==> src/rtl/prog_loader_pkg.sv <==
// Shared constants and state encoding for the serial program loader.
// Optional feature macro: PLOADER_CHECKSUM_EN (adds the CSUM trailer state).
package prog_loader_pkg;

  localparam int INSN_LEN   = 32;
  localparam int ADDR_LEN   = 32;
  localparam int DATA_LEN   = 32;

  localparam int HDR_BYTES  = 8;
  localparam int LINE_BYTES = 4 * INSN_LEN / 8;
  localparam int WORD_BYTES = DATA_LEN / 8;

  typedef enum logic [2:0] {
    S_HDR,
    S_IMEM,
    S_DMEM,
    S_CSUM,
    S_DONE
  } state_t;

  // State entered once the last payload phase is finished.
`ifdef PLOADER_CHECKSUM_EN
  localparam state_t S_END = S_CSUM;
`else
  localparam state_t S_END = S_DONE;
`endif

  // Byte index (within the current group) of the byte that completes a group.
  function automatic logic [3:0] last_index(input state_t s);
    case (s)
      S_HDR:   return 4'(HDR_BYTES - 1);
      S_IMEM:  return 4'(LINE_BYTES - 1);
      default: return 4'(WORD_BYTES - 1);
    endcase
  endfunction

endpackage

==> src/rtl/ploader_asm.sv <==
// Byte assembler: inserts incoming bytes into a 128-bit line register.
// Byte i lands in word i/4 (word 0 at [127:96]), little-endian within the word.
// Ports:
//   clk, reset       - clock, synchronous active-high reset
//   clear            - empty the register after this cycle (group complete)
//   push, byte_in    - insert byte_in at the current index
//   line             - register contents including the byte pushed this cycle
//   word             - line[127:96], the first assembled word
//   count            - number of bytes already held (before this push)
module ploader_asm (
  input  logic         clk,
  input  logic         reset,
  input  logic         clear,
  input  logic         push,
  input  logic [7:0]   byte_in,
  output logic [127:0] line,
  output logic [31:0]  word,
  output logic [3:0]   count
);

  logic [127:0] line_q;
  logic [3:0]   count_q;
  logic [6:0]   bit_pos;

  // Word k sits at bit (3-k)*32, byte b of that word at +8*b.
  assign bit_pos = {~count_q[3:2], count_q[1:0], 3'b000};

  // Combinational view so the completing byte is visible in the same cycle.
  // NOTE: every variable written in always_comb gets a default first, so no latch is inferred.
  always_comb begin
    line = line_q;
    if (push) line[bit_pos +: 8] = byte_in;
  end

  assign word  = line[127:96];
  assign count = count_q;

  // NOTE: reset is sampled on the clock edge (synchronous), not in the sensitivity list.
  always_ff @(posedge clk) begin
    if (reset || clear) begin
      line_q  <= '0;
      count_q <= '0;
    end else if (push) begin
      // NOTE: non-blocking assignments for all sequential state avoid ordering races.
      line_q  <= line;
      count_q <= count_q + 4'd1;
    end
  end

endmodule

==> src/rtl/prog_loader.sv <==
// Serial program loader: header (ilen, dlen), imem image, data image,
// optional checksum trailer. Produces the program-load write port.
// Optional feature macro: PLOADER_CHECKSUM_EN.
// Ports:
//   clk, reset         - clock, synchronous active-high reset
//   rx_valid, rx_data  - one-cycle byte strobe from the UART receiver
//   addr, data         - registered write address / data
//   we_128, we_32      - one-cycle imem line / dmem word write strobes
//   done               - sticky load complete
//   err                - sticky checksum mismatch (0 without the checksum feature)
module prog_loader
  import prog_loader_pkg::*;
(
  input  logic                clk,
  input  logic                reset,
  input  logic                rx_valid,
  input  logic [7:0]          rx_data,
  output logic [ADDR_LEN-1:0] addr,
  output logic [127:0]        data,
  output logic                we_128,
  output logic                we_32,
  output logic                done,
  output logic                err
);

  localparam int LW = ADDR_LEN - 4;  // whole lines in a byte count
  localparam int WW = ADDR_LEN - 2;  // whole words in a byte count

  state_t              state, next_state;
  logic [LW-1:0]       lines_left;
  logic [WW-1:0]       words_left;
  logic [ADDR_LEN-1:0] wr_ptr;

  logic                accept;
  logic                last_byte;
  logic [127:0]        asm_line;
  logic [31:0]         asm_word;
  logic [3:0]          asm_count;
  logic [LW-1:0]       hdr_lines;
  logic [WW-1:0]       hdr_words;

  assign accept    = rx_valid && (state != S_DONE);
  assign last_byte = accept && (asm_count == last_index(state));

  // Header words land at [127:96] (ilen) and [95:64] (dlen); low bits are floored away.
  assign hdr_lines = asm_line[127:100];
  assign hdr_words = asm_line[95:66];

  ploader_asm u_asm (
    .clk     (clk),
    .reset   (reset),
    .clear   (last_byte),
    .push    (accept),
    .byte_in (rx_data),
    .line    (asm_line),
    .word    (asm_word),
    .count   (asm_count)
  );

  always_comb begin
    next_state = state;
    if (last_byte) begin
      case (state)
        S_HDR: begin
          if (hdr_lines != '0)      next_state = S_IMEM;
          else if (hdr_words != '0) next_state = S_DMEM;
          else                      next_state = S_END;
        end
        S_IMEM: if (lines_left == LW'(1)) next_state = (words_left != '0) ? S_DMEM : S_END;
        S_DMEM: if (words_left == WW'(1)) next_state = S_END;
        S_CSUM: next_state = S_DONE;
        default: ;
      endcase
    end
  end

  always_ff @(posedge clk) begin
    if (reset) begin
      state      <= S_HDR;
      lines_left <= '0;
      words_left <= '0;
      wr_ptr     <= '0;
      addr       <= '0;
      data       <= '0;
      we_128     <= 1'b0;
      we_32      <= 1'b0;
      done       <= 1'b0;
    end else begin
      state  <= next_state;
      we_128 <= 1'b0;
      we_32  <= 1'b0;
      done   <= done | (next_state == S_DONE);
      if (last_byte) begin
        case (state)
          S_HDR: begin
            lines_left <= hdr_lines;
            words_left <= hdr_words;
            wr_ptr     <= '0;
          end
          S_IMEM: begin
            we_128     <= 1'b1;
            addr       <= wr_ptr;
            data       <= asm_line;
            lines_left <= lines_left - LW'(1);
            // dmem addressing restarts at 0 after the last line.
            wr_ptr     <= (lines_left == LW'(1)) ? '0 : wr_ptr + ADDR_LEN'(LINE_BYTES);
          end
          S_DMEM: begin
            we_32      <= 1'b1;
            addr       <= wr_ptr;
            data       <= {asm_word, 96'b0};
            words_left <= words_left - WW'(1);
            wr_ptr     <= wr_ptr + ADDR_LEN'(WORD_BYTES);
          end
          default: ;
        endcase
      end
    end
  end

`ifdef PLOADER_CHECKSUM_EN
  logic [31:0] sum;

  always_ff @(posedge clk) begin
    if (reset) begin
      sum <= '0;
      err <= 1'b0;
    end else begin
      if (accept && (state == S_IMEM || state == S_DMEM))
        sum <= sum + {24'b0, rx_data};
      if (last_byte && state == S_CSUM)
        err <= (asm_word != sum);
    end
  end
`else
  assign err = 1'b0;
`endif

endmodule

==> config.mk <==
export PLATFORM = sky130hd
export DESIGN_NAME = prog_loader
export DESIGN_NICKNAME = d
export VERILOG_FILES = /design/src/rtl/prog_loader_pkg.sv /design/src/rtl/ploader_asm.sv /design/src/rtl/prog_loader.sv
export SDC_FILE = /design/constraint.sdc
export NUM_CORES = 1
export LEC_CHECK = 0
export CORE_ASPECT_RATIO = 2
export CORE_UTILIZATION = 60
export CTS_CLUSTER_SIZE = 20
export DETAILED_ROUTE_END_ITERATION = 12
export GPL_TIMING_DRIVEN = 0
export MAX_ROUTING_LAYER = met4
export PLACE_DENSITY_LB_ADDON = 0.08
export REMOVE_ABC_BUFFERS = 1
export SLEW_MARGIN = 30
export SYNTH_ARGS = -nofsm -noshare
export SYNTH_HDL_FRONTEND = slang
export SYNTH_HIERARCHICAL = 1
export SYNTH_SLANG_ARGS = --single-unit
==> constraint.sdc <==
create_clock -name clk -period 7.7 [get_ports clk]
set_input_delay 2.31 -clock clk [delete_from_list [all_inputs] [get_ports clk]]
set_output_delay 2.31 -clock clk [all_outputs]
set_load 0.03 [all_outputs]
# After elaboration in Yosys (flattened, before gate mapping)

Cells that the tools add are included.
Widths: inputs -> output; s select.

ROM bits: 0
Memories kept: 0
Input port bits: 11
Bits in writable memories: 0
Output and inout bits: 164
Register bits: 388
Latch bits: 0
Word-level logic and storage cells: 65

Shifts and indexed selects: 2
Equality and inequality tests: 8
Multipliers: 0
Add/sub/neg operators: 6
Reduce and logical (&&, ||, !) cells: 18
Mux-type cells: 17
Bitwise logic cells: 3
Order comparisons: 0
Div/mod/pow operators: 0

Operators by type and width:

| cell                    | number |
|---|---|
| $pmux 128 s2            | 1 |
| $bwmux 128              | 1 |
| $mux 128                | 1 |
| $shift 8x9->128 const A | 1 |
| $shiftx 8x9->128        | 1 |
| $pmux 32 s3             | 1 |
| $pmux 30 s2             | 1 |
| $reduce_bool 30->1      | 2 |
| $pmux 28 s2             | 1 |
| $add 32x3->32 const B   | 1 |
| $add 32x5->32 const B   | 1 |
| $mux 32                 | 1 |
| $eq 30x1->1 const B     | 1 |
| $sub 30x1->30 const B   | 1 |
| $eq 28x1->1 const B     | 1 |
| $reduce_bool 28->1      | 1 |
| $sub 28x1->28 const B   | 1 |
| $mux 3                  | 6 |
| $pmux 3 s4              | 1 |
| $reduce_and 2->1        | 5 |
| $neg 7->9               | 1 |
| $pmux 4 s2              | 1 |
| $eq 3x2->1 const B      | 2 |
| $reduce_bool 2->1       | 3 |
| 14 further kinds        | 17 |

# Longest topological paths before layout

Gate-level depths: netlist of the first run.

Depth in word-level cells: 12
Depth in mapped cells: 17

# Modules after synthesis

The synthesis of the first run kept the hierarchy.

Modules (own cells, without submodules):

| module      | cells each | times used | area each (µm²) |
|---|---|---|---|
| prog_loader | 1550       | 1          | 11681.2 |
| ploader_asm | 830        | 1          | 7477.2 |

# Least setup slack after synthesis of the first run

OpenSTA, ideal clock, no wires.

Path kind: input-to-reg
Start: in rx_valid
End: reg done
Setup time: 0.117 ns
Buffers on the path: 2
Arrival: 4.943 ns
Setup slack: 2.639 ns
Stages: 13
Cells stage by stage: a21boi_0 > buf_2 > nand2_1 > clkbuf_1 > a211o_1 > nand2_1 > nand2_1 > nor4_1 > nand4_1 > or3_1 > o22ai_1 > a21oi_1 > a32o_1

Elaborated cells between the ends (all ways): 11
Classes of those cells: eq/ne (1); mux (5); bitwise (1); reduce/logical (4)

RTL lines:

| what                 | RTL line          | text |
|---|---|---|
| start, declared      | prog_loader.sv:16 | `input logic rx_valid,` |
| $logic_and 1x1->1    | prog_loader.sv:42 | `assign accept = rx_valid && (state != S_DONE);` |
| $mux 128             | ploader_asm.sv:32 | `if (push) line[bit_pos +: 8] = byte_in;` |
| via asm_line[117]    | prog_loader.sv:36 | `logic [127:0] asm_line;` |
| $reduce_bool 28->1   | prog_loader.sv:65 | `if (hdr_lines != '0) next_state = S_IMEM;` |
| $mux 3               | prog_loader.sv:65 |  |
| $pmux 3 s4           | prog_loader.sv:63 | `case (state)` |
| $mux 3               | prog_loader.sv:62 | `if (last_byte) begin` |
| $eq 3x3->1           | prog_loader.sv:92 | `done <= done \| (next_state == S_DONE);` |
| $or 1x1->1           | prog_loader.sv:92 |  |
| end signal, assigned | prog_loader.sv:92 |  |
| end, declared        | prog_loader.sv:22 | `output logic done,` |

The timed path passes the listed nets, and every way through them passes these cells.
A chain may end at the register's enable or synchronous reset.

# Worst setup path in the final report of the first run

Start: in rx_valid
End: reg done

Elaborated cells between the ends (all ways): 11
Classes of those cells: eq/ne (1); mux (5); bitwise (1); reduce/logical (4)

RTL lines:

| what               | RTL line          | text |
|---|---|---|
| $logic_and 1x1->1  | prog_loader.sv:42 |  |
| via accept         | prog_loader.sv:34 | `logic accept;` |
| $mux 128           | ploader_asm.sv:32 |  |
| via asm_line[122]  | prog_loader.sv:36 |  |
| $reduce_bool 28->1 | prog_loader.sv:65 |  |
| $mux 3             | prog_loader.sv:65 |  |
| $pmux 3 s4         | prog_loader.sv:63 |  |
| $mux 3             | prog_loader.sv:62 |  |
| $eq 3x3->1         | prog_loader.sv:92 |  |
| $or 1x1->1         | prog_loader.sv:92 |  |

The timed path passes the listed nets, and every way through them passes these cells.

==> impl_metrics.prom, run 1 <==
# TYPE chip_impl_metric gauge
chip_impl_metric{name="start_util",unit=""} 0.610
chip_impl_metric{name="grt_pass1_wl",unit="um"} 86900
chip_impl_metric{name="drive_gt1_frac",unit=""} 0.0968
chip_impl_metric{name="report.final.setup_viol",unit=""} 0
chip_impl_metric{name="syn-instance-count",unit=""} 2380
chip_impl_metric{name="global_route.usage.met2",unit=""} 0.605
chip_impl_metric{name="clock_latency",unit="ps"} 530
chip_impl_metric{name="post_cts_resized",unit=""} 0
chip_impl_info{name="ys_top_cells_by_count",value="496 x sky130_fd_sc_hd__nand2_1, 384 x sky130_fd_sc_hd__dfxtp_1, 222 x sky130_fd_sc_hd__a21oi_1"} 1
chip_impl_metric{name="synthesis.area",unit="sq mm"} 0.0192
chip_impl_metric{name="fillers",unit=""} 2551
chip_impl_metric{name="chipWidth",unit="um"} 128
chip_impl_info{name="element_type_at_the_critical_path_end",value="register"} 1
chip_impl_metric{name="viasPerCell",unit=""} 6.25
chip_impl_metric{name="place.port_buffers",unit=""} 171
chip_impl_metric{name="post_cts_buffers",unit=""} 0
chip_impl_metric{name="gp_congestion",unit=""} 0.910
chip_impl_metric{name="vias",unit=""} 17700
chip_impl_metric{name="arrival",unit="ps"} 7040
chip_impl_metric{name="quantity_of_hold_fixing_buffers_added_after_cts",unit=""} 0
chip_impl_metric{name="yosysSeqAreaShare",unit=""} 0.401
chip_impl_metric{name="synth.distinct_cells",unit=""} 85
chip_impl_metric{name="gr-usage-met1",unit=""} 0.359
chip_impl_metric{name="number_of_diodes",unit=""} 0
chip_impl_metric{name="drc",unit=""} 0
chip_impl_metric{name="die-area",unit="sq mm"} 0.0327
chip_impl_info{name="critPathKind",value="in -> reg"} 1
chip_impl_metric{name="synth_largest_type_area_fraction",unit=""} 0.401
chip_impl_metric{name="layout_setup_ws",unit="ps"} 1080
chip_impl_metric{name="row_count",unit=""} 92
chip_impl_metric{name="track_usage",unit=""} 0.342
chip_impl_info{name="ctsRootBufferMaster",value="sky130_fd_sc_hd__clkbuf_16"} 1
chip_impl_metric{name="report.final.slew_viol_count",unit=""} 0
chip_impl_metric{name="cp_data_required_time",unit="ps"} 8120
chip_impl_metric{name="cts_max_level",unit=""} 2
chip_impl_metric{name="register_bit_total_from_synthesis",unit=""} 384
chip_impl_metric{name="maximum_number_of_pins_on_one_net_before_global_route_repair",unit=""} 110
chip_impl_metric{name="top_level_ports",unit=""} 175
chip_impl_info{name="synth_top_flop_cell",value="sky130_fd_sc_hd__dfxtp_1"} 1
chip_impl_metric{name="finalCoreUtilization",unit=""} 0.708
chip_impl_info{name="holdCritPathClass",value="reg -> reg"} 1
chip_impl_metric{name="first_global_vias",unit=""} 17000
chip_impl_metric{name="post_dp_cell_area",unit="sq mm"} 0.0211
chip_impl_metric{name="postLayoutCellArea",unit="sq mm"} 0.0222
chip_impl_metric{name="post-place-ws",unit="ps"} 679
chip_impl_metric{name="die-height",unit="um"} 255
chip_impl_metric{name="report.final.hold_viol_count",unit=""} 0
chip_impl_metric{name="dr.pass1.iters",unit=""} 7
chip_impl_metric{name="groute.layer.met3.usage",unit=""} 0.0380
chip_impl_metric{name="synth_edf_count",unit=""} 0
chip_impl_metric{name="grt_remaining_overflow",unit=""} 0
chip_impl_metric{name="initialDrtViolationCount",unit=""} 1321
chip_impl_metric{name="num-nets-final",unit=""} 2418
chip_impl_metric{name="post_synth.cell_area_avg",unit="sq um"} 8.05
chip_impl_metric{name="drv.max_cap_violation_count",unit=""} 0
chip_impl_info{name="clock_tree_from_tritoncts",value="built"} 1
chip_impl_info{name="synth.largest_area_cell",value="sky130_fd_sc_hd__dfxtp_1"} 1
chip_impl_metric{name="tritoncts.num_buffers",unit=""} 35
chip_impl_info{name="rsz0062_at_grt",value="no"} 1
chip_impl_info{name="outcome",value="finished clean"} 1
chip_impl_metric{name="power_density",unit="mW/mm^2"} 183
chip_impl_metric{name="cts.sinks",unit=""} 384
chip_impl_metric{name="sequential_cell_area",unit="sq mm"} 0.00769
chip_impl_metric{name="detailedPlacementHpwl",unit="um"} 37600
chip_impl_info{name="netlist_top_cells_area",value="sky130_fd_sc_hd__dfxtp_1 40%, sky130_fd_sc_hd__nand2_1 9.7%, sky130_fd_sc_hd__a21oi_1 5.8%"} 1
chip_impl_metric{name="grt_antenna_before_repair",unit=""} 0
chip_impl_info{name="yosysMostFrequentCell",value="sky130_fd_sc_hd__nand2_1"} 1
chip_impl_metric{name="clkTransAtPathRegs",unit="ps"} 70
chip_impl_metric{name="core_area",unit="sq mm"} 0.0314
chip_impl_metric{name="clock_path_buffers",unit=""} 3
chip_impl_metric{name="maxSlewHeadroom",unit=""} 0.318
chip_impl_metric{name="synth.yosys.warnings",unit=""} 6
chip_impl_metric{name="leakage_dissipation",unit="nW"} 7.62
chip_impl_info{name="grt_most_used_layer",value="met2"} 1
chip_impl_metric{name="final_antenna_net_count",unit=""} 0
chip_impl_metric{name="wire_per_inst",unit="um"} 19.3
chip_impl_metric{name="finalWorstPathRequiredPeriod",unit="ps"} 6620
chip_impl_metric{name="asyncSetResetFlopFracSynth",unit=""} 0
chip_impl_metric{name="max_freq",unit="GHz"} 0.151
chip_impl_metric{name="min_period_over_period",unit=""} 0.860
chip_impl_metric{name="vdd_drop_max",unit="uV"} 170
chip_impl_metric{name="tightestPinTransition",unit="ps"} 1020
chip_impl_metric{name="routed_wl",unit="um"} 54700
chip_impl_metric{name="critical_path.max_fanout",unit=""} 17
chip_impl_metric{name="multiInputGateArea",unit="sq mm"} 0.0104
chip_impl_info{name="cp_launch_type",value="input port"} 1
chip_impl_metric{name="area.growth.synth_to_final",unit="%"} 16.1
chip_impl_metric{name="clock-skew-final",unit="ps"} 15.8
==> state kept, by name, indices dropped and copies added, names as in the netlist <==
| name | cells |
|---|---|
| u_asm/line_q | 128 |
| done | 1 |
| we_128 | 1 |
| wr_ptr | 30 |
| words_left | 30 |
| lines_left | 28 |
| we_32 | 1 |
| u_asm/count | 4 |
| addr | 30 |
| state | 3 |
| data | 128 |
==> through the flow <==
stage	total power [mW]	TNS, ps	hold slack, ps	std cells
finish	4.06	0	450	2841
global route	4.18	0	467	2841
CTS	4.08	0	451	2841
detailed placement	2.28	0	443	2781
global placement	2.26	-3439270	437	2745
floorplan	2.17	-426750	426	2151
==> worst max-delay path, stage by stage <==
cell                              delay [ps]
sky130_fd_sc_hd__clkdlybuf4s50_1         520
sky130_fd_sc_hd__a21boi_2                620
sky130_fd_sc_hd__nand2_1                 670
sky130_fd_sc_hd__a211oi_2                750
sky130_fd_sc_hd__mux2_2                  480
sky130_fd_sc_hd__nor4_1                  680
sky130_fd_sc_hd__nand4_1                 200
sky130_fd_sc_hd__or3_1                   360
sky130_fd_sc_hd__o22ai_1                 130
sky130_fd_sc_hd__a21oi_1                 110
sky130_fd_sc_hd__a32o_1                  230
==> routing by layer <==
| metal | up-vias | wire [um] |
|---|---|---|
| met4 | 0 | 3430 |
| li1 | 8423 | - |
| met3 | 194 | 2850 |
| met1 | 8457 | 20100 |
| met5 | - | 0 |
| met2 | 672 | 28300 |
==> power breakdown <==
group | internal (mW) | total [mW] | switching [mW]
registers | 1.99 | 2.00 | 0.00953
clock network | 1.05 | 1.82 | 0.770
logic | 0.0707 | 0.243 | 0.172
total | 3.11 | 4.06 | 0.952
==> layout by cell type (no fill, tap or decap), types with 8 or more instances in the layout <==
cell / netlist / final
sky130_fd_sc_hd__a211oi_1: 27 / 27
sky130_fd_sc_hd__a21oi_1: 222 / 220
sky130_fd_sc_hd__a22oi_1: 11 / 11
sky130_fd_sc_hd__a311oi_1: 43 / 43
sky130_fd_sc_hd__a31oi_1: 14 / 14
sky130_fd_sc_hd__and2_1: 46 / 46
sky130_fd_sc_hd__and3_1: 23 / 23
sky130_fd_sc_hd__buf_16: 0 / 15
sky130_fd_sc_hd__buf_4: 42 / 10
sky130_fd_sc_hd__clkbuf_1: 156 / 8
sky130_fd_sc_hd__clkbuf_16: 0 / 37
sky130_fd_sc_hd__clkdlybuf4s50_1: 0 / 166
sky130_fd_sc_hd__dfxtp_1: 384 / 383
sky130_fd_sc_hd__ha_1: 12 / 12
sky130_fd_sc_hd__inv_1: 22 / 22
sky130_fd_sc_hd__mux2_1: 8 / 8
sky130_fd_sc_hd__mux2_2: 90 / 90
sky130_fd_sc_hd__mux2i_1: 97 / 97
sky130_fd_sc_hd__nand2_1: 496 / 495
sky130_fd_sc_hd__nand3_1: 158 / 158
sky130_fd_sc_hd__nand4_1: 39 / 39
sky130_fd_sc_hd__nor2_1: 121 / 116
sky130_fd_sc_hd__nor3_1: 33 / 31
sky130_fd_sc_hd__nor4_1: 27 / 26
sky130_fd_sc_hd__o21ai_0: 72 / 71
sky130_fd_sc_hd__o22ai_1: 12 / 12
sky130_fd_sc_hd__o31ai_1: 28 / 28
sky130_fd_sc_hd__o32ai_1: 9 / 9
sky130_fd_sc_hd__or3_1: 11 / 11
==> layout make-up <==
type                       instances  area share
multi-input combinational       1745       0.468
sequential                       384       0.346
timing repair buffer             207       0.106
clock buffer                      52      0.0473
tap                              423      0.0238
clock inverter                     8     0.00540
inverter                          22     0.00371
==> path summary, 6_finish.rpt <==
path	endpoint	cells after the start	slack, ps	startpoint
hold / removal	data[75]	2	450	data[75]
hold reg to reg	data[75]	2	450	data[75]
setup reg to reg	done	12	2410	u_asm/count[1]
setup / recovery	done	11	1080	rx_valid
==> cells by family (layout without fill, tap and decap cells) <==
logic type                 count (synthesis)  in the layout  share of synthesized area
AOI/OAI and AO/OA                        503            503                      0.166
other                                      1              3                   0.000196
buffers and inverters                    253            289                     0.0620
muxes                                    195            195                      0.108
DFF                                      384            384                      0.401
xor gates and xnor gates                  11             11                    0.00503
adders and majority gates                 12             12                    0.00784
and+or+nand+nor                         1021           1021                      0.249
(Power assumes the default switching activity.)
==> inputs of run 2 (changes only) <==
--- a/config.mk
+++ b/config.mk
@@ -5,8 +5,8 @@
 export SDC_FILE = /design/constraint.sdc
 export NUM_CORES = 1
 export LEC_CHECK = 0
-export CORE_ASPECT_RATIO = 2
-export CORE_UTILIZATION = 60
+export CORE_ASPECT_RATIO = 0.8
+export CORE_UTILIZATION = 53
 export CTS_CLUSTER_SIZE = 20
 export DETAILED_ROUTE_END_ITERATION = 12
 export GPL_TIMING_DRIVEN = 0
==> constraint.sdc (replaced) <==
create_clock -name clk -period 5.5 [get_ports clk]
set_input_delay 1.65 -clock clk [delete_from_list [all_inputs] [get_ports clk]]
set_output_delay 1.65 -clock clk [all_outputs]
set_load 0.03 [all_outputs]
==> run 2 against run 1 <==
  * Clock skew up 2.6 ps
  * Setup slack worse by 860 ps
  * Cell count up 2.2%
  * Non-clock buffer count up 7
  * Sequential share of layout area down 0.41 points
  * Total power up 44%
  * Count of clock-buffer cells in the layout up 7
  * Sequential power up 40%
  * Largest cell class unchanged
==> impl_metrics.prom, run 2 (same netlist as run 1, synthesis figures left out) <==
# TYPE chip_impl_metric gauge
chip_impl_info{name="outcome",value="finished clean"} 1
chip_impl_metric{name="postLayoutCellArea",unit="sq mm"} 0.0225
chip_impl_metric{name="detailedPlacementHpwl",unit="um"} 36300
chip_impl_metric{name="cts_max_level",unit=""} 2
chip_impl_metric{name="viasPerCell",unit=""} 6.08
chip_impl_metric{name="dr.pass1.iters",unit=""} 5
chip_impl_info{name="timing.critical_path.from",value="rx_valid"} 1
chip_impl_metric{name="core_area",unit="sq mm"} 0.0352
chip_impl_metric{name="clock_latency",unit="ps"} 540
chip_impl_metric{name="grt_remaining_overflow",unit=""} 0
chip_impl_metric{name="quantity_of_hold_fixing_buffers_added_after_cts",unit=""} 0
chip_impl_info{name="rsz0062_at_grt",value="no"} 1
chip_impl_metric{name="minimum_setup_slack_among_reg_to_reg_paths",unit="ps"} 360
chip_impl_metric{name="vdd_drop_max",unit="uV"} 179
chip_impl_metric{name="wire_per_inst",unit="um"} 18.6
chip_impl_info{name="cp_launch_type",value="input port"} 1
chip_impl_info{name="critPathKind",value="in -> reg"} 1
chip_impl_metric{name="report.final.hold_viol_count",unit=""} 0
chip_impl_metric{name="track_usage",unit=""} 0.296
chip_impl_metric{name="routed_wl",unit="um"} 54100
chip_impl_metric{name="initialDrtViolationCount",unit=""} 1604
chip_impl_metric{name="top_level_ports",unit=""} 175
chip_impl_metric{name="tritoncts.num_buffers",unit=""} 40
chip_impl_metric{name="post_dp_cell_area",unit="sq mm"} 0.0212
chip_impl_metric{name="r2r_cells",unit=""} 12
chip_impl_metric{name="hold_ws",unit="ps"} 448
chip_impl_metric{name="report.final.slew_viol_count",unit=""} 0
chip_impl_metric{name="drv.max_cap_violation_count",unit=""} 0
chip_impl_metric{name="clock-skew-final",unit="ps"} 18.5
chip_impl_metric{name="critical_path.max_fanout",unit=""} 14
chip_impl_metric{name="num-nets-final",unit=""} 2430
chip_impl_metric{name="report.final.setup_viol",unit=""} 0
chip_impl_metric{name="whs_path_depth",unit=""} 2
chip_impl_metric{name="max_freq",unit="GHz"} 0.189
chip_impl_metric{name="maxSlewHeadroom",unit=""} 0.316
chip_impl_metric{name="place.port_buffers",unit=""} 171
chip_impl_info{name="layout_top_registers",value="data: 128 flops, u_asm/line_q: 128 flops"} 1
chip_impl_info{name="r2r-start",value="u_asm/count[1]"} 1
chip_impl_info{name="clock_tree_from_tritoncts",value="built"} 1
chip_impl_metric{name="fin_tns_setup",unit="ps"} 0
chip_impl_metric{name="number_of_diodes",unit=""} 0
chip_impl_metric{name="gp_congestion",unit=""} 0.889
chip_impl_metric{name="post-place-ws",unit="ps"} -508
chip_impl_metric{name="cts.sinks",unit=""} 384
chip_impl_info{name="holdCritPathClass",value="reg -> reg"} 1
chip_impl_metric{name="die-height",unit="um"} 172
chip_impl_info{name="most_common_cell_after_layout_fill_and_taps_aside",value="sky130_fd_sc_hd__nand2_1"} 1
chip_impl_metric{name="drive_gt1_frac",unit=""} 0.100
chip_impl_metric{name="grt_antenna_before_repair",unit=""} 0
chip_impl_metric{name="first_global_vias",unit=""} 16500
chip_impl_metric{name="fillers",unit=""} 3030
chip_impl_metric{name="row_count",unit=""} 61
chip_impl_metric{name="finalWorstPathRequiredPeriod",unit="ps"} 5280
chip_impl_metric{name="start_util",unit=""} 0.545
chip_impl_metric{name="area.growth.synth_to_final",unit="%"} 17.5
chip_impl_metric{name="arrival",unit="ps"} 5760
chip_impl_info{name="element_type_at_the_critical_path_end",value="register"} 1
chip_impl_info{name="layout.cells.most_common_list",value="495 x sky130_fd_sc_hd__nand2_1, 383 x sky130_fd_sc_hd__dfxtp_1, 220 x sky130_fd_sc_hd__a21oi_1, 169 x sky130_fd_sc_hd__clkdlybuf4s50_1, 158 x sky130_fd_sc_hd__nand3_1"} 1
chip_impl_metric{name="final_antenna_net_count",unit=""} 0
chip_impl_metric{name="maximum_number_of_pins_on_one_net_before_global_route_repair",unit=""} 95
chip_impl_metric{name="layout_setup_ws",unit="ps"} 216
chip_impl_info{name="critPathCapture",value="done"} 1
chip_impl_metric{name="clkTransAtPathRegs",unit="ps"} 60
chip_impl_metric{name="grt_pass1_wl",unit="um"} 87100
chip_impl_metric{name="tightestPinTransition",unit="ps"} 1020
chip_impl_metric{name="min_period_over_period",unit=""} 0.961
chip_impl_metric{name="chipWidth",unit="um"} 215
chip_impl_metric{name="cp_data_required_time",unit="ps"} 5980
chip_impl_metric{name="leakage_dissipation",unit="nW"} 7.73
chip_impl_info{name="ctsRootBufferMaster",value="sky130_fd_sc_hd__clkbuf_16"} 1
chip_impl_metric{name="final_cell_count_no_fill",unit=""} 2904
chip_impl_info{name="worst_r2r_endpoint",value="done"} 1
chip_impl_metric{name="power_density",unit="mW/mm^2"} 259
chip_impl_metric{name="dp.cells",unit=""} 2830
chip_impl_metric{name="drc",unit=""} 0
chip_impl_metric{name="die-area",unit="sq mm"} 0.0369
chip_impl_metric{name="clock_path_buffers",unit=""} 3
chip_impl_metric{name="vias",unit=""} 17700
==> run 2: metal layers <==
layer	GRT usage	wire, um	share of wire	up-vias
li1	-	-	-	8468
met1	0.403	24800	0.46	8474
met2	0.461	24400	0.45	608
met3	0.0347	3690	0.068	105
met4	0.0894	1230	0.023	0
met5	-	0	0	-
==> run 2: critical path, cell delays in order <==
cell and delay [ps]:
sky130_fd_sc_hd__clkdlybuf4s50_1 550, sky130_fd_sc_hd__a21boi_2 180, sky130_fd_sc_hd__buf_4 220, sky130_fd_sc_hd__nand2_1 380, sky130_fd_sc_hd__nor3_4 510, sky130_fd_sc_hd__buf_6 250, sky130_fd_sc_hd__mux2_1 440, sky130_fd_sc_hd__nor4_1 400
sky130_fd_sc_hd__nand4_1 220, sky130_fd_sc_hd__nor2_1 380, sky130_fd_sc_hd__o22ai_1 150, sky130_fd_sc_hd__a21oi_1 230, sky130_fd_sc_hd__a32o_1 180
==> run 2: power by group <==
| part | leakage (nW) | internal (mW) | total (mW) | switching (mW) |
|---|---|---|---|---|
| combinational | 4.00 | 0.104 | 0.344 | 0.240 |
| clock | 0.632 | 1.57 | 2.68 | 1.11 |
| sequential | 3.09 | 2.79 | 2.80 | 0.0134 |
==> run 2: layout make-up <==
class | instances | area [sq um] | area share
multi-input combinational | 1745 | 10400 | 0.463
sequential | 384 | 7690 | 0.342
timing repair buffer | 214 | 2450 | 0.109
clock buffer | 59 | 1180 | 0.0526
tap | 472 | 591 | 0.0262
clock inverter | 8 | 90.1 | 0.00400
inverter | 22 | 82.6 | 0.00367
==> run 2: per-stage QoR <==
step                      power [mW]   util
after floorplan                 3.04      -
after global placement          3.16  0.579
after detailed placement        3.19  0.602
after CTS                       5.86  0.638
after global routing            6.02  0.640
final                           5.83  0.640
==> run 2: how the worst min path moves through the flow <==
stage / startpoint / to / slack [ps]
after floorplan: wr_ptr[31] / addr[31] / 430
after global placement: u_asm/line_q[80] / u_asm/line_q[80] / 440
after detailed placement: data[95] / data[95] / 440
after CTS: data[95] / data[95] / 450
after global routing: data[77] / data[77] / 460
final: data[95] / data[95] / 450
==> run 2: timing repair <==
action                     in CTS  in global routing
resized for setup               1                  2
setup buffers                   0                  6
setup endpoints to repair       2                  2
cloned                          0                  0
pin swaps                       0                  1
==> inputs of run 3 (changes only) <==
--- a/config.mk
+++ b/config.mk
@@ -6,12 +6,14 @@
 export NUM_CORES = 1
 export LEC_CHECK = 0
 export CORE_ASPECT_RATIO = 0.8
+export CORE_MARGIN = 2
 export CORE_UTILIZATION = 53
 export CTS_CLUSTER_SIZE = 20
 export DETAILED_ROUTE_END_ITERATION = 12
 export GPL_TIMING_DRIVEN = 0
 export MAX_ROUTING_LAYER = met4
 export PLACE_DENSITY_LB_ADDON = 0.08
+export RECOVER_POWER = 25
 export REMOVE_ABC_BUFFERS = 1
 export SLEW_MARGIN = 30
 export SYNTH_ARGS = -nofsm -noshare
==> run 3 against run 2 <==
  * The flow now finishes with violations (capacitance limit, slew limit)
  * Non-clock buffer count grew 1
  * Hold slack lost 3.0 ps
  * Count of clock-buffer cells in the layout shrank 6
  * Fmax is essentially flat
  * Wire length is essentially flat
  * Combinational power is essentially flat
  * Sequential share of layout area grew 0.15 points
  * Critical path depth shrank 2
  * Die area grew 2.1%
  * Sequential cell count is the same
  * Utilization shrank 1.3 points
  * Critical path type unchanged
==> impl_metrics.prom, run 3 (same netlist as run 1, synthesis figures left out) <==
# TYPE chip_impl_metric gauge
chip_impl_info{name="outcome",value="finished, violations left"} 1
chip_impl_info{name="failing_checks",value="capacitance limit, slew limit"} 1
chip_impl_metric{name="clock_power_share",unit=""} 0.445
chip_impl_metric{name="final_cell_count_no_fill",unit=""} 2911
chip_impl_info{name="cp_launch_type",value="input port"} 1
chip_impl_metric{name="arrival",unit="ps"} 5710
chip_impl_info{name="critPathKind",value="in -> reg"} 1
chip_impl_metric{name="start_util",unit=""} 0.536
chip_impl_metric{name="grt_pass1_wl",unit="um"} 86300
chip_impl_metric{name="finalCoreUtilization",unit=""} 0.627
chip_impl_metric{name="first_global_vias",unit=""} 16200
chip_impl_metric{name="wire_per_inst",unit="um"} 18.6
chip_impl_metric{name="dr.pass1.iters",unit=""} 7
chip_impl_metric{name="minimum_setup_slack_among_reg_to_reg_paths",unit="ps"} 460
chip_impl_info{name="ctsRootBufferMaster",value="sky130_fd_sc_hd__clkbuf_16"} 1
chip_impl_metric{name="power_frac_comb",unit=""} 0.061
chip_impl_info{name="r2r-start",value="u_asm/count[0]"} 1
chip_impl_info{name="worst_r2r_endpoint",value="done"} 1
chip_impl_metric{name="vdd_drop_max",unit="uV"} 187
chip_impl_metric{name="place.port_buffers",unit=""} 171
chip_impl_metric{name="report.final.setup_viol",unit=""} 0
chip_impl_metric{name="gp_congestion",unit=""} 0.856
chip_impl_info{name="most_common_cell_after_layout_fill_and_taps_aside",value="sky130_fd_sc_hd__nand2_1"} 1
chip_impl_metric{name="clock_latency",unit="ps"} 540
chip_impl_metric{name="leakage_dissipation",unit="nW"} 8.13
chip_impl_metric{name="multiInputGateArea",unit="sq mm"} 0.0104
chip_impl_metric{name="die-area",unit="sq mm"} 0.0377
chip_impl_metric{name="report.final.slew_viol_count",unit=""} 113
chip_impl_metric{name="sequential_cell_area",unit="sq mm"} 0.00769
chip_impl_metric{name="min_period_over_period",unit=""} 0.961
chip_impl_metric{name="dp.cells",unit=""} 2834
chip_impl_metric{name="cts_max_level",unit=""} 2
chip_impl_metric{name="cp_data_required_time",unit="ps"} 5930
chip_impl_metric{name="vias",unit=""} 17700
chip_impl_metric{name="layout_setup_ws",unit="ps"} 213
chip_impl_metric{name="cts.sinks",unit=""} 384
chip_impl_metric{name="power_frac_seq",unit=""} 0.494
chip_impl_metric{name="grt_antenna_before_repair",unit=""} 0
chip_impl_metric{name="whs_path_depth",unit=""} 2
chip_impl_metric{name="fin_tns_setup",unit="ps"} 0
chip_impl_metric{name="die-height",unit="um"} 174
chip_impl_info{name="layout.cells.most_common_list",value="494 x sky130_fd_sc_hd__nand2_1, 383 x sky130_fd_sc_hd__dfxtp_1, 220 x sky130_fd_sc_hd__a21oi_1, 158 x sky130_fd_sc_hd__nand3_1, 127 x sky130_fd_sc_hd__dlygate4sd3_1"} 1
chip_impl_metric{name="max_freq",unit="GHz"} 0.189
chip_impl_metric{name="top_level_ports",unit=""} 175
chip_impl_metric{name="p_switching",unit="mW"} 1.37
chip_impl_metric{name="maxSlewHeadroom",unit=""} -0.390
chip_impl_metric{name="post_dp_cell_area",unit="sq mm"} 0.0211
chip_impl_metric{name="clock-skew-final",unit="ps"} 15.6
chip_impl_metric{name="detailedPlacementHpwl",unit="um"} 35900
chip_impl_metric{name="track_usage",unit=""} 0.285
chip_impl_metric{name="tritoncts.num_buffers",unit=""} 40
chip_impl_metric{name="hold_ws",unit="ps"} 445
chip_impl_metric{name="row_count",unit=""} 62
chip_impl_info{name="hold_path.startpoint",value="data[4]"} 1
chip_impl_metric{name="area.growth.synth_to_final",unit="%"} 17.0
chip_impl_metric{name="grt_remaining_overflow",unit=""} 0
chip_impl_metric{name="internal_power",unit="mW"} 4.30
chip_impl_metric{name="initialDrtViolationCount",unit=""} 1729
chip_impl_info{name="rsz0062_at_grt",value="no"} 1
chip_impl_metric{name="number_of_diodes",unit=""} 0
chip_impl_metric{name="routed_wl",unit="um"} 54100
chip_impl_metric{name="fillers",unit=""} 3117
chip_impl_metric{name="critical_path.max_fanout",unit=""} 17
chip_impl_metric{name="drive_gt1_frac",unit=""} 0.100
chip_impl_metric{name="postLayoutCellArea",unit="sq mm"} 0.0224
chip_impl_metric{name="finalWorstPathRequiredPeriod",unit="ps"} 5290
chip_impl_metric{name="final_antenna_net_count",unit=""} 0
chip_impl_metric{name="post-place-ws",unit="ps"} -867
chip_impl_metric{name="chipWidth",unit="um"} 217
chip_impl_metric{name="num-nets-final",unit=""} 2431
chip_impl_metric{name="tightestPinTransition",unit="ps"} 2090
chip_impl_metric{name="viasPerCell",unit=""} 6.07
chip_impl_metric{name="drv.max_cap_violation_count",unit=""} 2
chip_impl_info{name="clock_tree_from_tritoncts",value="built"} 1
chip_impl_metric{name="design_power_total",unit="mW"} 5.67
chip_impl_metric{name="clkTransAtPathRegs",unit="ps"} 60
chip_impl_metric{name="power_switching_share",unit=""} 0.241
chip_impl_metric{name="r2r_cells",unit=""} 13
chip_impl_metric{name="clock_path_buffers",unit=""} 3
chip_impl_info{name="element_type_at_the_critical_path_end",value="register"} 1
chip_impl_metric{name="core_area",unit="sq mm"} 0.0358
chip_impl_info{name="layout_top_registers",value="data: 128 flops, u_asm/line_q: 128 flops"} 1
chip_impl_metric{name="power_density",unit="mW/mm^2"} 253
chip_impl_info{name="hold_path_end",value="data[4]"} 1
chip_impl_metric{name="drc",unit=""} 0
chip_impl_info{name="holdCritPathClass",value="reg -> reg"} 1
chip_impl_metric{name="maximum_number_of_pins_on_one_net_before_global_route_repair",unit=""} 97
chip_impl_metric{name="report.final.hold_viol_count",unit=""} 0
==> run 3: changes by cell type in the layout (fill, tap and decap cells not counted), sizes merged, moves of 2 or more <==
cell,previous run,this run
bufinv,2,0
clkbuf,59,54
dlygate4sd3,0,127
clkinv,6,11
clkdlybuf4s50,169,43
==> run 3: what timing repair did <==
item                       4_1_cts  5_1_grt
hold buffers                     0        0
setup endpoints to repair        3        3
gates resized for setup          2        2
pin swaps                        2        1
gates cloned                     0        0
setup buffers                    6        5
==> run 3: final cells by class <==
cell class,count,area share
clock buffer,53,0.0496
clock inverter,12,0.00279
inverter,22,0.00368
multi-input combinational,1745,0.466
sequential,384,0.343
tap,480,0.0268
timing repair buffer,215,0.108
==> run 3: worst max-delay path: stages <==
cell and delay, ps:
sky130_fd_sc_hd__clkdlybuf4s50_1 560, sky130_fd_sc_hd__a21boi_4 480, sky130_fd_sc_hd__nand2_2 400, sky130_fd_sc_hd__a211oi_2 660
sky130_fd_sc_hd__mux2_2 480, sky130_fd_sc_hd__nor4_1 490, sky130_fd_sc_hd__nand4_1 170, sky130_fd_sc_hd__or3_1 350
sky130_fd_sc_hd__o22ai_1 130, sky130_fd_sc_hd__a21oi_1 110, sky130_fd_sc_hd__a32o_1 230
==> run 3: worst max path at each step <==
| stage | start | endpoint | slack [ps] | cells past startpoint |
|---|---|---|---|---|
| after floorplan | rx_valid | wr_ptr[11] | -4330 | 5 |
| after global placement | reset | u_asm/line_q[3] | -20800 | 3 |
| after detailed placement | rx_valid | done | -870 | 11 |
| after CTS | rx_valid | done | 2 | 11 |
| after global routing | rx_valid | done | 60 | 11 |
| final | rx_valid | done | 210 | 11 |
==> run 3: power by group through the flow <==
stage / Combinational, mW / Clock [mW] / Sequential, mW
2_1_floorplan: 0.179 / 0 / 2.86
3_3_place_gp: 0.298 / 0 / 2.86
3_5_place_dp: 0.329 / 0 / 2.86
4_1_cts: 0.334 / 2.56 / 2.80
5_1_grt: 0.365 / 2.67 / 2.80
6_report: 0.343 / 2.52 / 2.80
==> run 3: per-layer routing <==
metal	wire length, um	vias to the layer above	track usage	share of wire
li1	-	8455	-	-
met1	25300	8533	0.401	0.47
met2	24400	617	0.434	0.45
met3	3430	73	0.0345	0.063
met4	983	0	0.0696	0.018
met5	0	-	-	0
